File: config.mk
export PLATFORM = sky130hd
export DESIGN_NAME = mem_ctrl
export DESIGN_NICKNAME = d
export VERILOG_FILES = /design/src/rtl/mem_ctrl.sv
export SDC_FILE = /design/constraint.sdc
export NUM_CORES = 1
export LEC_CHECK = 0
export ABC_AREA = 1
export BUFFER_PORTS_ARGS = -buffer_cell sky130_fd_sc_hd__buf_2
export CORE_ASPECT_RATIO = 1.75
export CORE_MARGIN = 1
export CORE_UTILIZATION = 30
export DETAILED_ROUTE_END_ITERATION = 10
export PLACE_DENSITY = 0.55
export SKIP_CTS_REPAIR_TIMING = 1
export SLEW_MARGIN = 40
export SYNTH_ARGS = -nofsm -noshare
export SYNTH_HDL_FRONTEND = slang
export SYNTH_SLANG_ARGS = --single-unit
File: constraint.sdc
create_clock -name clk_in -period 4.8 [get_ports clk_in]
set_input_delay 0.48 -clock clk_in [delete_from_list [all_inputs] [get_ports clk_in]]
set_output_delay 0.48 -clock clk_in [all_outputs]
set_load 0.05 [all_outputs]
File: src/rtl/mem_ctrl.sv
// Byte-serial memory arbiter between instruction fetch and the LSU. It has a one-entry
// LSU pending slot, rollback handling and UART back-pressure on I/O writes.
module mem_ctrl (
    input  logic        clk_in,
    input  logic        rst_in,
    input  logic        rdy_in,
    input  logic        en_signal_from_if,
    input  logic [31:0] addr_from_if,
    output logic        ok_flag_to_if,
    output logic [31:0] data_to_if,
    input  logic        en_signal_from_lsu,
    input  logic        rw_flag_from_lsu,
    input  logic [2:0]  size_from_lsu,
    input  logic [31:0] addr_from_lsu,
    input  logic [31:0] data_from_lsu,
    output logic        ok_flag_to_lsu,
    output logic [31:0] data_to_lsu,
    input  logic        rollback_flag_from_rob,
    input  logic [7:0]  mem_din,
    output logic [7:0]  mem_dout,
    output logic [31:0] mem_a,
    output logic        mem_wr,
    input  logic        io_buffer_full
);

    typedef enum logic [1:0] {IDLE, IF_READ, LSU_READ, LSU_WRITE} state_e;

    state_e      state_q, state_d;
    logic [2:0]  cnt_q, cnt_d, size_q, size_d;
    logic [31:0] base_q, base_d, buf_q, buf_d;
    logic        slot_vld_q, slot_vld_d, slot_rw_q, slot_rw_d;
    logic [2:0]  slot_size_q, slot_size_d;
    logic [31:0] slot_addr_q, slot_addr_d, slot_data_q, slot_data_d;
    logic        if_ok_q, if_ok_d, lsu_ok_q, lsu_ok_d;
    logic [31:0] if_data_q, if_data_d, lsu_data_q, lsu_data_d;
    logic [31:0] mem_a_q, mem_a_d;
    logic [7:0]  mem_dout_q, mem_dout_d;
    logic        mem_wr_q, mem_wr_d;

    // Working copy of the transaction being advanced on this edge
    logic        run, size_ok, inc_eff, slot_eff;
    state_e      run_state;
    logic [31:0] run_base, run_buf, step_addr;
    logic [2:0]  run_size, run_cnt;

    always_comb begin
        state_d     = state_q;
        cnt_d       = cnt_q;
        size_d      = size_q;
        base_d      = base_q;
        buf_d       = buf_q;
        slot_rw_d   = slot_rw_q;
        slot_size_d = slot_size_q;
        slot_addr_d = slot_addr_q;
        slot_data_d = slot_data_q;
        if_ok_d     = 1'b0;
        lsu_ok_d    = 1'b0;
        if_data_d   = if_data_q;
        lsu_data_d  = lsu_data_q;
        mem_a_d     = mem_a_q;
        mem_dout_d  = mem_dout_q;
        mem_wr_d    = 1'b0;
        run         = 1'b0;
        run_state   = state_q;
        run_base    = base_q;
        run_size    = size_q;
        run_cnt     = cnt_q;
        run_buf     = buf_q;
        step_addr   = '0;

        // Rollback kills loads (pending or arriving) but never stores
        size_ok    = (size_from_lsu == 3'd1) || (size_from_lsu == 3'd2) || (size_from_lsu == 3'd4);
        inc_eff    = en_signal_from_lsu && size_ok && !(rollback_flag_from_rob && !rw_flag_from_lsu);
        slot_eff   = slot_vld_q && !(rollback_flag_from_rob && !slot_rw_q);
        slot_vld_d = slot_eff;

        if (state_q == IDLE) begin
            if (slot_eff) begin
                run        = 1'b1;
                run_state  = slot_rw_q ? LSU_WRITE : LSU_READ;
                run_base   = slot_addr_q;
                run_size   = slot_size_q;
                run_buf    = slot_rw_q ? slot_data_q : '0;
                run_cnt    = 3'd0;
                slot_vld_d = 1'b0;
            end else if (inc_eff) begin
                run       = 1'b1;
                run_state = rw_flag_from_lsu ? LSU_WRITE : LSU_READ;
                run_base  = addr_from_lsu;
                run_size  = size_from_lsu;
                run_buf   = rw_flag_from_lsu ? data_from_lsu : '0;
                run_cnt   = 3'd0;
            end else if (en_signal_from_if && !rollback_flag_from_rob) begin
                run       = 1'b1;
                run_state = IF_READ;
                run_base  = addr_from_if;
                run_size  = 3'd4;
                run_buf   = '0;
                run_cnt   = 3'd0;
            end
        end else if (rollback_flag_from_rob && state_q != LSU_WRITE) begin
            state_d = IDLE;
            cnt_d   = 3'd0;
        end else begin
            run = 1'b1;
        end

        if (inc_eff && !(state_q == IDLE && !slot_eff)) begin
            slot_vld_d  = 1'b1;
            slot_rw_d   = rw_flag_from_lsu;
            slot_size_d = size_from_lsu;
            slot_addr_d = addr_from_lsu;
            slot_data_d = data_from_lsu;
        end

        if (run) begin
            state_d   = run_state;
            base_d    = run_base;
            size_d    = run_size;
            cnt_d     = run_cnt;
            step_addr = run_base + {29'd0, run_cnt};
            if (run_state == LSU_WRITE) begin
                if (run_cnt == run_size) begin
                    lsu_ok_d = 1'b1;
                    state_d  = IDLE;
                    cnt_d    = 3'd0;
                end else if (!(step_addr[17:16] == 2'b11 && io_buffer_full)) begin
                    mem_a_d  = step_addr;
                    mem_wr_d = 1'b1;
                    cnt_d    = run_cnt + 3'd1;
                    case (run_cnt[1:0])
                        2'd0:    mem_dout_d = run_buf[7:0];
                        2'd1:    mem_dout_d = run_buf[15:8];
                        2'd2:    mem_dout_d = run_buf[23:16];
                        default: mem_dout_d = run_buf[31:24];
                    endcase
                end
            end else begin
                // mem_din belongs to the address presented on the previous edge
                case (run_cnt)
                    3'd1:    run_buf[7:0]   = mem_din;
                    3'd2:    run_buf[15:8]  = mem_din;
                    3'd3:    run_buf[23:16] = mem_din;
                    3'd4:    run_buf[31:24] = mem_din;
                    default: ;
                endcase
                if (run_cnt == run_size) begin
                    state_d = IDLE;
                    cnt_d   = 3'd0;
                    if (run_state == IF_READ) begin
                        if_ok_d   = 1'b1;
                        if_data_d = run_buf;
                    end else begin
                        lsu_ok_d   = 1'b1;
                        lsu_data_d = run_buf;
                    end
                end else begin
                    mem_a_d = step_addr;
                    cnt_d   = run_cnt + 3'd1;
                end
            end
            buf_d = run_buf;
        end
    end

    always_ff @(posedge clk_in) begin
        if (rst_in) begin
            state_q     <= IDLE;
            cnt_q       <= '0;
            size_q      <= '0;
            base_q      <= '0;
            buf_q       <= '0;
            slot_vld_q  <= 1'b0;
            slot_rw_q   <= 1'b0;
            slot_size_q <= '0;
            slot_addr_q <= '0;
            slot_data_q <= '0;
            if_ok_q     <= 1'b0;
            lsu_ok_q    <= 1'b0;
            if_data_q   <= '0;
            lsu_data_q  <= '0;
            mem_a_q     <= '0;
            mem_dout_q  <= '0;
            mem_wr_q    <= 1'b0;
        end else if (rdy_in) begin
            state_q     <= state_d;
            cnt_q       <= cnt_d;
            size_q      <= size_d;
            base_q      <= base_d;
            buf_q       <= buf_d;
            slot_vld_q  <= slot_vld_d;
            slot_rw_q   <= slot_rw_d;
            slot_size_q <= slot_size_d;
            slot_addr_q <= slot_addr_d;
            slot_data_q <= slot_data_d;
            if_ok_q     <= if_ok_d;
            lsu_ok_q    <= lsu_ok_d;
            if_data_q   <= if_data_d;
            lsu_data_q  <= lsu_data_d;
            mem_a_q     <= mem_a_d;
            mem_dout_q  <= mem_dout_d;
            mem_wr_q    <= mem_wr_d;
        end
    end

    assign ok_flag_to_if  = if_ok_q;
    assign data_to_if     = if_data_q;
    assign ok_flag_to_lsu = lsu_ok_q;
    assign data_to_lsu    = lsu_data_q;
    assign mem_a          = mem_a_q;
    assign mem_dout       = mem_dout_q;
    assign mem_wr         = mem_wr_q;

endmodule

==> impl_metrics.csv, run 1 <==
group,metric,value,unit
grt,grt_pass1_wl,80100,µm
die,core,0.0425,mm²
placed_design,port_buffers,221,
worst_hold_path,whs_path_depth,3,
synthesis,yosys-top-cells-count,"nand2_1, dfxtp_1, nor2_1",
synthesis,ys_async_sr_fraction,0,%
setup_path,crit_required,5260,ps
setup_path,worst_path_most_repeated_cell,"nand2_1",
worst_hold_path,min_to,"slot_data_q[9]",
die,die_w,159,µm
synthesis,syn_avg_cell_area,6.86,µm²
cells_and_area,nets,2173,
placed_design,routabilityCongestion,0.891,
grt,grt-ovfl-total,0,
sta,fin_tns_setup,0,ps
sta,setup_violations,0,
sta,holdWs,176,ps
sta,clock.fmax,0.262,GHz
route,drcViolationCount,0,
pwr,leakage,6.74,nW
synthesis,syn_area,0.0129,mm²
synthesis,syn_inst,1884,
grt,grt_max_degree,108,
sta,rsz0062_at_grt,"false",
status,outcome,"finished clean",
worst_hold_path,hold_start,"data_from_lsu[9]",
pwr,ir_worst_vdd,263,µV
clock_tree,cts_max_level,1,
setup_path,r2r_start,"state_q[1]",
synthesis,synth_edf_count,0,
sta,finClkSkew,18.9,ps
synthesis,ys_ff_latch,248,
route,vias_per_cell,5.18,
setup_path,worstRegToRegCells,24,
synthesis,synth_most_common_cell,"nand2_1",
cells_and_area,nFillCells,4645,
cells_and_area,drive_gt1_share,17.5,%
setup_path,cp_max_fo,49,
setup_path,max_stage_delay,530,ps
synthesis,ys.flop_type,"dfxtp_1",
worst_hold_path,hold_class,"input pin to register",
route,drtIter0Drc,926,
clock_tree,clock_latency,570,ps
pwr,fin_total_pwr,5.35,mW
die,die_h,277,µm
synthesis,yosysSeqAreaShare,38.4,%
die,start_util,30.4,%
setup_path,cp_cell_sequence,"nor2_1 -> inv_2 -> nor2_4 -> buf_4 -> nand3_2 -> nand2_1 -> nand2_1 -> nand2_1 -> inv_1 -> ha_1 -> inv_1 -> nand2_1 -> nand2_1 -> nand2_2 -> nand3_1 -> nand2_1 -> nand2_2 -> nor2_8 -> nand3_4 -> nand2_4 -> inv_4 -> nand2_1 -> nand2_1 -> nor2_1",
sta,layout_min_cycle_time,3820,ps
route,post_drt_wl_per_cell,20.4,µm
synthesis,ys.warnings.count,0,
cells_and_area,multiInputGateArea,0.00667,mm²
sta,tightest_slew,822,ps
cells_and_area,n_antenna_cell,0,
setup_path,cp-end-kind,"register",
clock_tree,cts_sinks,248,
run,cap_violations,0,
setup_path,r2r_end,"mem_a[27]",
pwr,p_per_area,347,mW/mm²
clock_tree,clockBufferDepth,3,
synthesis,synthTopCellsByArea,"dfxtp_1, nand2_1, a21oi_1",
sta,min_period_over_period,79.6,%
route,routed-via-count,13651,
die,num_io_pins,222,
die,placementRows,100,
placed_design,place_hpwl,39200,µm
route,ant_nets,0,
die,dieArea,0.0439,mm²
route,drt-total-wl,53600,µm
setup_path,start_kind,"register",
clock_tree,cts_root_buffer,"clkbuf_16",
clock_tree,cts_buffers,27,
setup_path,r2r_slack,980,ps
setup_path,worstSetupPathType,"register to register",
clock_tree,clk_pin_slew,70,ps
grt,grt_pass1_vias,13453,
route,dr.pass1.iters,6,
setup_path,worstPathArrival,4280,ps
clock_tree,cts_tree,"yes",
sta,finalHoldViolCount,0,
synthesis,synth.top_cell.area_share,38.4,%
synthesis,yosys.cell_types.count,46,
grt,grt.total_usage,23.8,%
grt,antenna_found_initial,0,
cells_and_area,seqCellArea,0.00496,mm²
synthesis,syn_nets,2005,
cells_and_area,syn_to_final_growth,19.3,%
setup_path,crit_slowest_cell,"buf_4",
synthesis,synth_top_cell_by_area,"dfxtp_1",
sta,drv_slew,0,
sta,slew_headroom,45.2,%
-- cells by family (layout without fill, tap and decap cells) --
kind of cell	count (synthesis)	after routing	synth area share, %
AOI/OAI and AO/OA	588	588	26.5
xor gates and xnor gates	28	28	1.90
adders and majority gates	6	6	0.581
buffers and inverters	314	503	10.0
DFF	248	248	38.4
and+or+nand+nor	700	700	22.6
-- power breakdown --
part,internal [mW],total (mW),switching [mW]
combinational,0.281,1.03,0.747
clock,1.23,2.14,0.905
sequential,2.14,2.19,0.0426
total,3.65,5.35,1.69
-- worst max path at each step --
| stage | start | endpoint | cells past startpoint |
|---|---|---|---|
| global placement | rw_flag_from_lsu | mem_a[27] | 26 |
| finish | state_q[1] | mem_a[27] | 24 |
| global route | state_q[0] | mem_a[11] | 23 |
| floorplan | state_q[0] | mem_a[0] | 26 |
| CTS | state_q[0] | mem_a[26] | 23 |
| detailed placement | rw_flag_from_lsu | mem_a[26] | 25 |
-- cell type report --
class                   instances  share of cell area [%]
well taps                     561                    4.56
flip-flops and latches        248                    32.2
multi-input cells            1322                    43.3
clock buffers                  42                    5.34
inverters                     188                    4.65
repair buffers                265                    9.45
clock inverters                 8                   0.487
-- registers in the layout (all words and copies together) (netlist names) --
signal and cells:
slot_addr_q 32, slot_size_q 3, slot_vld_q 1, ok_flag_to_if 1, mem_a 32, ok_flag_to_lsu 1
mem_wr 1, data_to_if 32, data_to_lsu 32, mem_dout 8, size_q 3, slot_rw_q 1
slot_data_q 32, buf_q 32, state_q 2, base_q 32, cnt_q 3
-- critical path, delay by kind of cell (launching register included) --
family,cells,cell delay [ps]
adders and majority gates,1,190
DFF,1,340
buffers and inverters,5,1160
and+or+nand+nor,18,2000
-- cells in the final DEF, fill, tap and decap left out, types with 7 or more instances in the layout --
cell,netlist,layout
nand2_2,7,8
o21ai_0,177,177
buf_4,3,41
o22ai_1,35,35
buf_2,23,221
nor3_1,21,21
a221oi_1,32,32
inv_2,15,14
nand2_1,355,354
inv_1,168,168
clkbuf_8,0,9
a22oi_1,41,41
o211ai_1,21,21
nand4_1,13,13
clkbuf_16,0,27
a21oi_1,196,196
xnor2_1,7,7
xor2_1,21,21
nand3_1,55,55
dfxtp_1,248,248
nor2_1,224,224
o21ai_1,33,33
a31oi_1,10,10
a21boi_0,23,23
-- per-stage QoR --
step / utilization, % / std cells / instance area [µm²] / setup slack (ps)
floorplan: - / 1884 / 12900 / 1500
global placement: 34.1 / 2584 / 14500 / 708
detailed placement: 34.1 / 2584 / 14500 / 647
CTS: 36.2 / 2634 / 15400 / 949
global route: 36.2 / 2634 / 15400 / 494
finish: 36.2 / 2634 / 15400 / 979
-- per-layer routing --
layer	global-route usage, %	share of wire (%)	vias up
met5	0	0	-
met4	20.7	9.5	0
met3	2.28	3.9	161
met2	45.9	54	468
met1	22.2	33	6393
li1	-	-	6629
No activity file was read; power rests on OpenSTA's default activity.
==> run 2, diff against run 1 <==
--- a/config.mk
+++ b/config.mk
@@ -11,7 +11,7 @@
 export CORE_MARGIN = 1
 export CORE_UTILIZATION = 30
 export DETAILED_ROUTE_END_ITERATION = 10
-export PLACE_DENSITY = 0.55
+export PLACE_DENSITY = 0.57
 export SKIP_CTS_REPAIR_TIMING = 1
 export SLEW_MARGIN = 40
 export SYNTH_ARGS = -nofsm -noshare
==> constraint.sdc (replaced) <==
create_clock -name clk_in -period 3.4 [get_ports clk_in]
set_input_delay 0.34 -clock clk_in [delete_from_list [all_inputs] [get_ports clk_in]]
set_output_delay 0.34 -clock clk_in [all_outputs]
set_load 0.05 [all_outputs]
==> run 2 against run 1 <==
Effect of this change: clock power grew 42%; sequential power grew 41%; cell count is 1.7% higher; fmax up 23%; hold slack got worse by 150 ps; non-clock buffer count up 49; first-iteration DRC count grew 14%.
==> impl_metrics.csv, run 2 (same netlist as run 1, synthesis figures left out) <==
group,metric,value,unit
status,outcome,"finished clean",
placed_design,port_buffers,221,
placed_design,dpl.cell_count,2633,
route,vias_per_cell,5.13,
die,placementRows,100,
placed_design,routabilityCongestion,0.962,
sta,tightest_slew,841,ps
grt,grt_max_degree,95,
cells_and_area,nets,2221,
grt,grt_pass1_wl,80300,µm
route,post_drt_wl_per_cell,20.0,µm
route,drcViolationCount,0,
cells_and_area,layout.cells.non_filler,2680,
setup_path,start_kind,"register",
die,core,0.0425,mm²
route,dr.pass1.iters,7,
clock_tree,clockBufferDepth,3,
setup_path,cp-end-kind,"register",
die,num_io_pins,222,
placed_design,post-place-ws,20.1,ps
sta,setup_violations,0,
cells_and_area,seqCellArea,0.00496,mm²
clock_tree,clk_pin_slew,60,ps
clock_tree,cts_max_level,1,
grt,grt_pass1_vias,13450,
worst_hold_path,hold_start,"data_from_lsu[22]",
cells_and_area,multiInputGateArea,0.00669,mm²
grt,met3_usage,2.15,%
cells_and_area,nFillCells,4639,
cells_and_area,finish.utilization,37.3,%
cells_and_area,final_cell_mix,"nand2_1, dfxtp_1, nor2_1, buf_2, a21oi_1",
sta,finClkSkew,13.5,ps
cells_and_area,n_antenna_cell,0,
clock_tree,cts_buffers,26,
clock_tree,clock_latency,560,ps
die,die_h,277,µm
cells_and_area,syn_to_final_growth,22.7,%
pwr,p_per_area,482,mW/mm²
route,routed-via-count,13748,
setup_path,r2r_start,"slot_rw_q",
grt,grt_use_met2,46.4,%
grt,antenna_found_initial,2,
placed_design,place_hpwl,39500,µm
setup_path,worstSetupPathType,"register to register",
run,cap_violations,0,
clock_tree,cts_sinks,248,
cells_and_area,layout_commonest_cell,"nand2_1",
grt,grt-ovfl-total,0,
grt,grt.total_usage,23.9,%
setup_path,cp_max_fo,31,
cells_and_area,drive_gt1_share,19.3,%
setup_path,worstPathArrival,3530,ps
route,ant_nets,0,
clock_tree,cts_root_buffer,"clkbuf_16",
sta,clock.fmax,0.322,GHz
route,drt-total-wl,53500,µm
route,drtIter0Drc,1055,
die,dieArea,0.0439,mm²
setup_path,crit_required,3830,ps
grt,use_met1,22.7,%
setup_path,cp-startpoint,"slot_rw_q",
sta,fin_tns_setup,0,ps
sta,layout_min_cycle_time,3100,ps
sta,slew_headroom,44.0,%
worst_hold_path,hold_class,"input pin to register",
clock_tree,cts_tree,"yes",
sta,finalHoldViolCount,0,
grt,grt.busiest_layer,"met2",
pwr,leakage,7.01,nW
sta,worst_slack,298,ps
sta,min_period_over_period,91.2,%
die,start_util,30.4,%
sta,rsz0062_at_grt,"false",
pwr,ir_worst_vdd,368,µV
die,die_w,159,µm
sta,drv_slew,0,
[run 2: cell type report]
class / instances / share of cell area (%)
tap: 561 / 4.43
clock inverter: 6 / 0.663
timing repair buffer: 314 / 12.0
sequential: 248 / 31.3
clock buffer: 41 / 4.91
multi-input combinational: 1322 / 42.2
inverter: 188 / 4.52
[run 2: path summary, 6_finish.rpt]
kind              cells past startpoint  slack [ps]              end
setup / recovery                     20         300        mem_a[25]
setup reg to reg                     20         300        mem_a[25]
hold / removal                        3          30  slot_data_q[22]
hold reg to reg                       2         460   ok_flag_to_lsu
[run 2: power by group]
part | internal (mW) | switching (mW)
clock network | 1.79 | 1.25
registers | 3.03 | 0.0611
logic | 0.453 | 1.06
[run 2: metal layers]
| layer | part of all wire (%) | routed length (µm) |
|---|---|---|
| met4 | 8.8 | 4700 |
| met5 | 0.030 | 16 |
| met2 | 54 | 29000 |
| met3 | 3.7 | 1960 |
| met1 | 33 | 17800 |
[run 2: worst max-delay path, stage by stage, from the launching register on]
cell	delay (ps)
dfxtp_1	340
o21ai_4	180
buf_6	220
nand3_1	170
nand2_1	160
nand2_1	90
inv_1	120
ha_1	290
nand2_1	90
inv_1	40
nand3_1	80
nand3_2	190
nand4_1	160
nand2_1	100
nand2_4	140
nand3_4	100
nand2_4	130
buf_12	190
nand2_1	70
nand2_1	60
a21oi_1	50
[run 2: metrics by stage]
| stage | hold slack (ps) | instance area, µm² | total power, mW |
|---|---|---|---|
| finish | 31.2 | 15900 | 7.64 |
| CTS | 28.1 | 15800 | 7.70 |
| global route | 51.4 | 15900 | 7.93 |
| detailed placement | 452 | 14900 | 4.66 |
| floorplan | 430 | 12900 | 4.05 |
| global placement | 451 | 14900 | 4.65 |
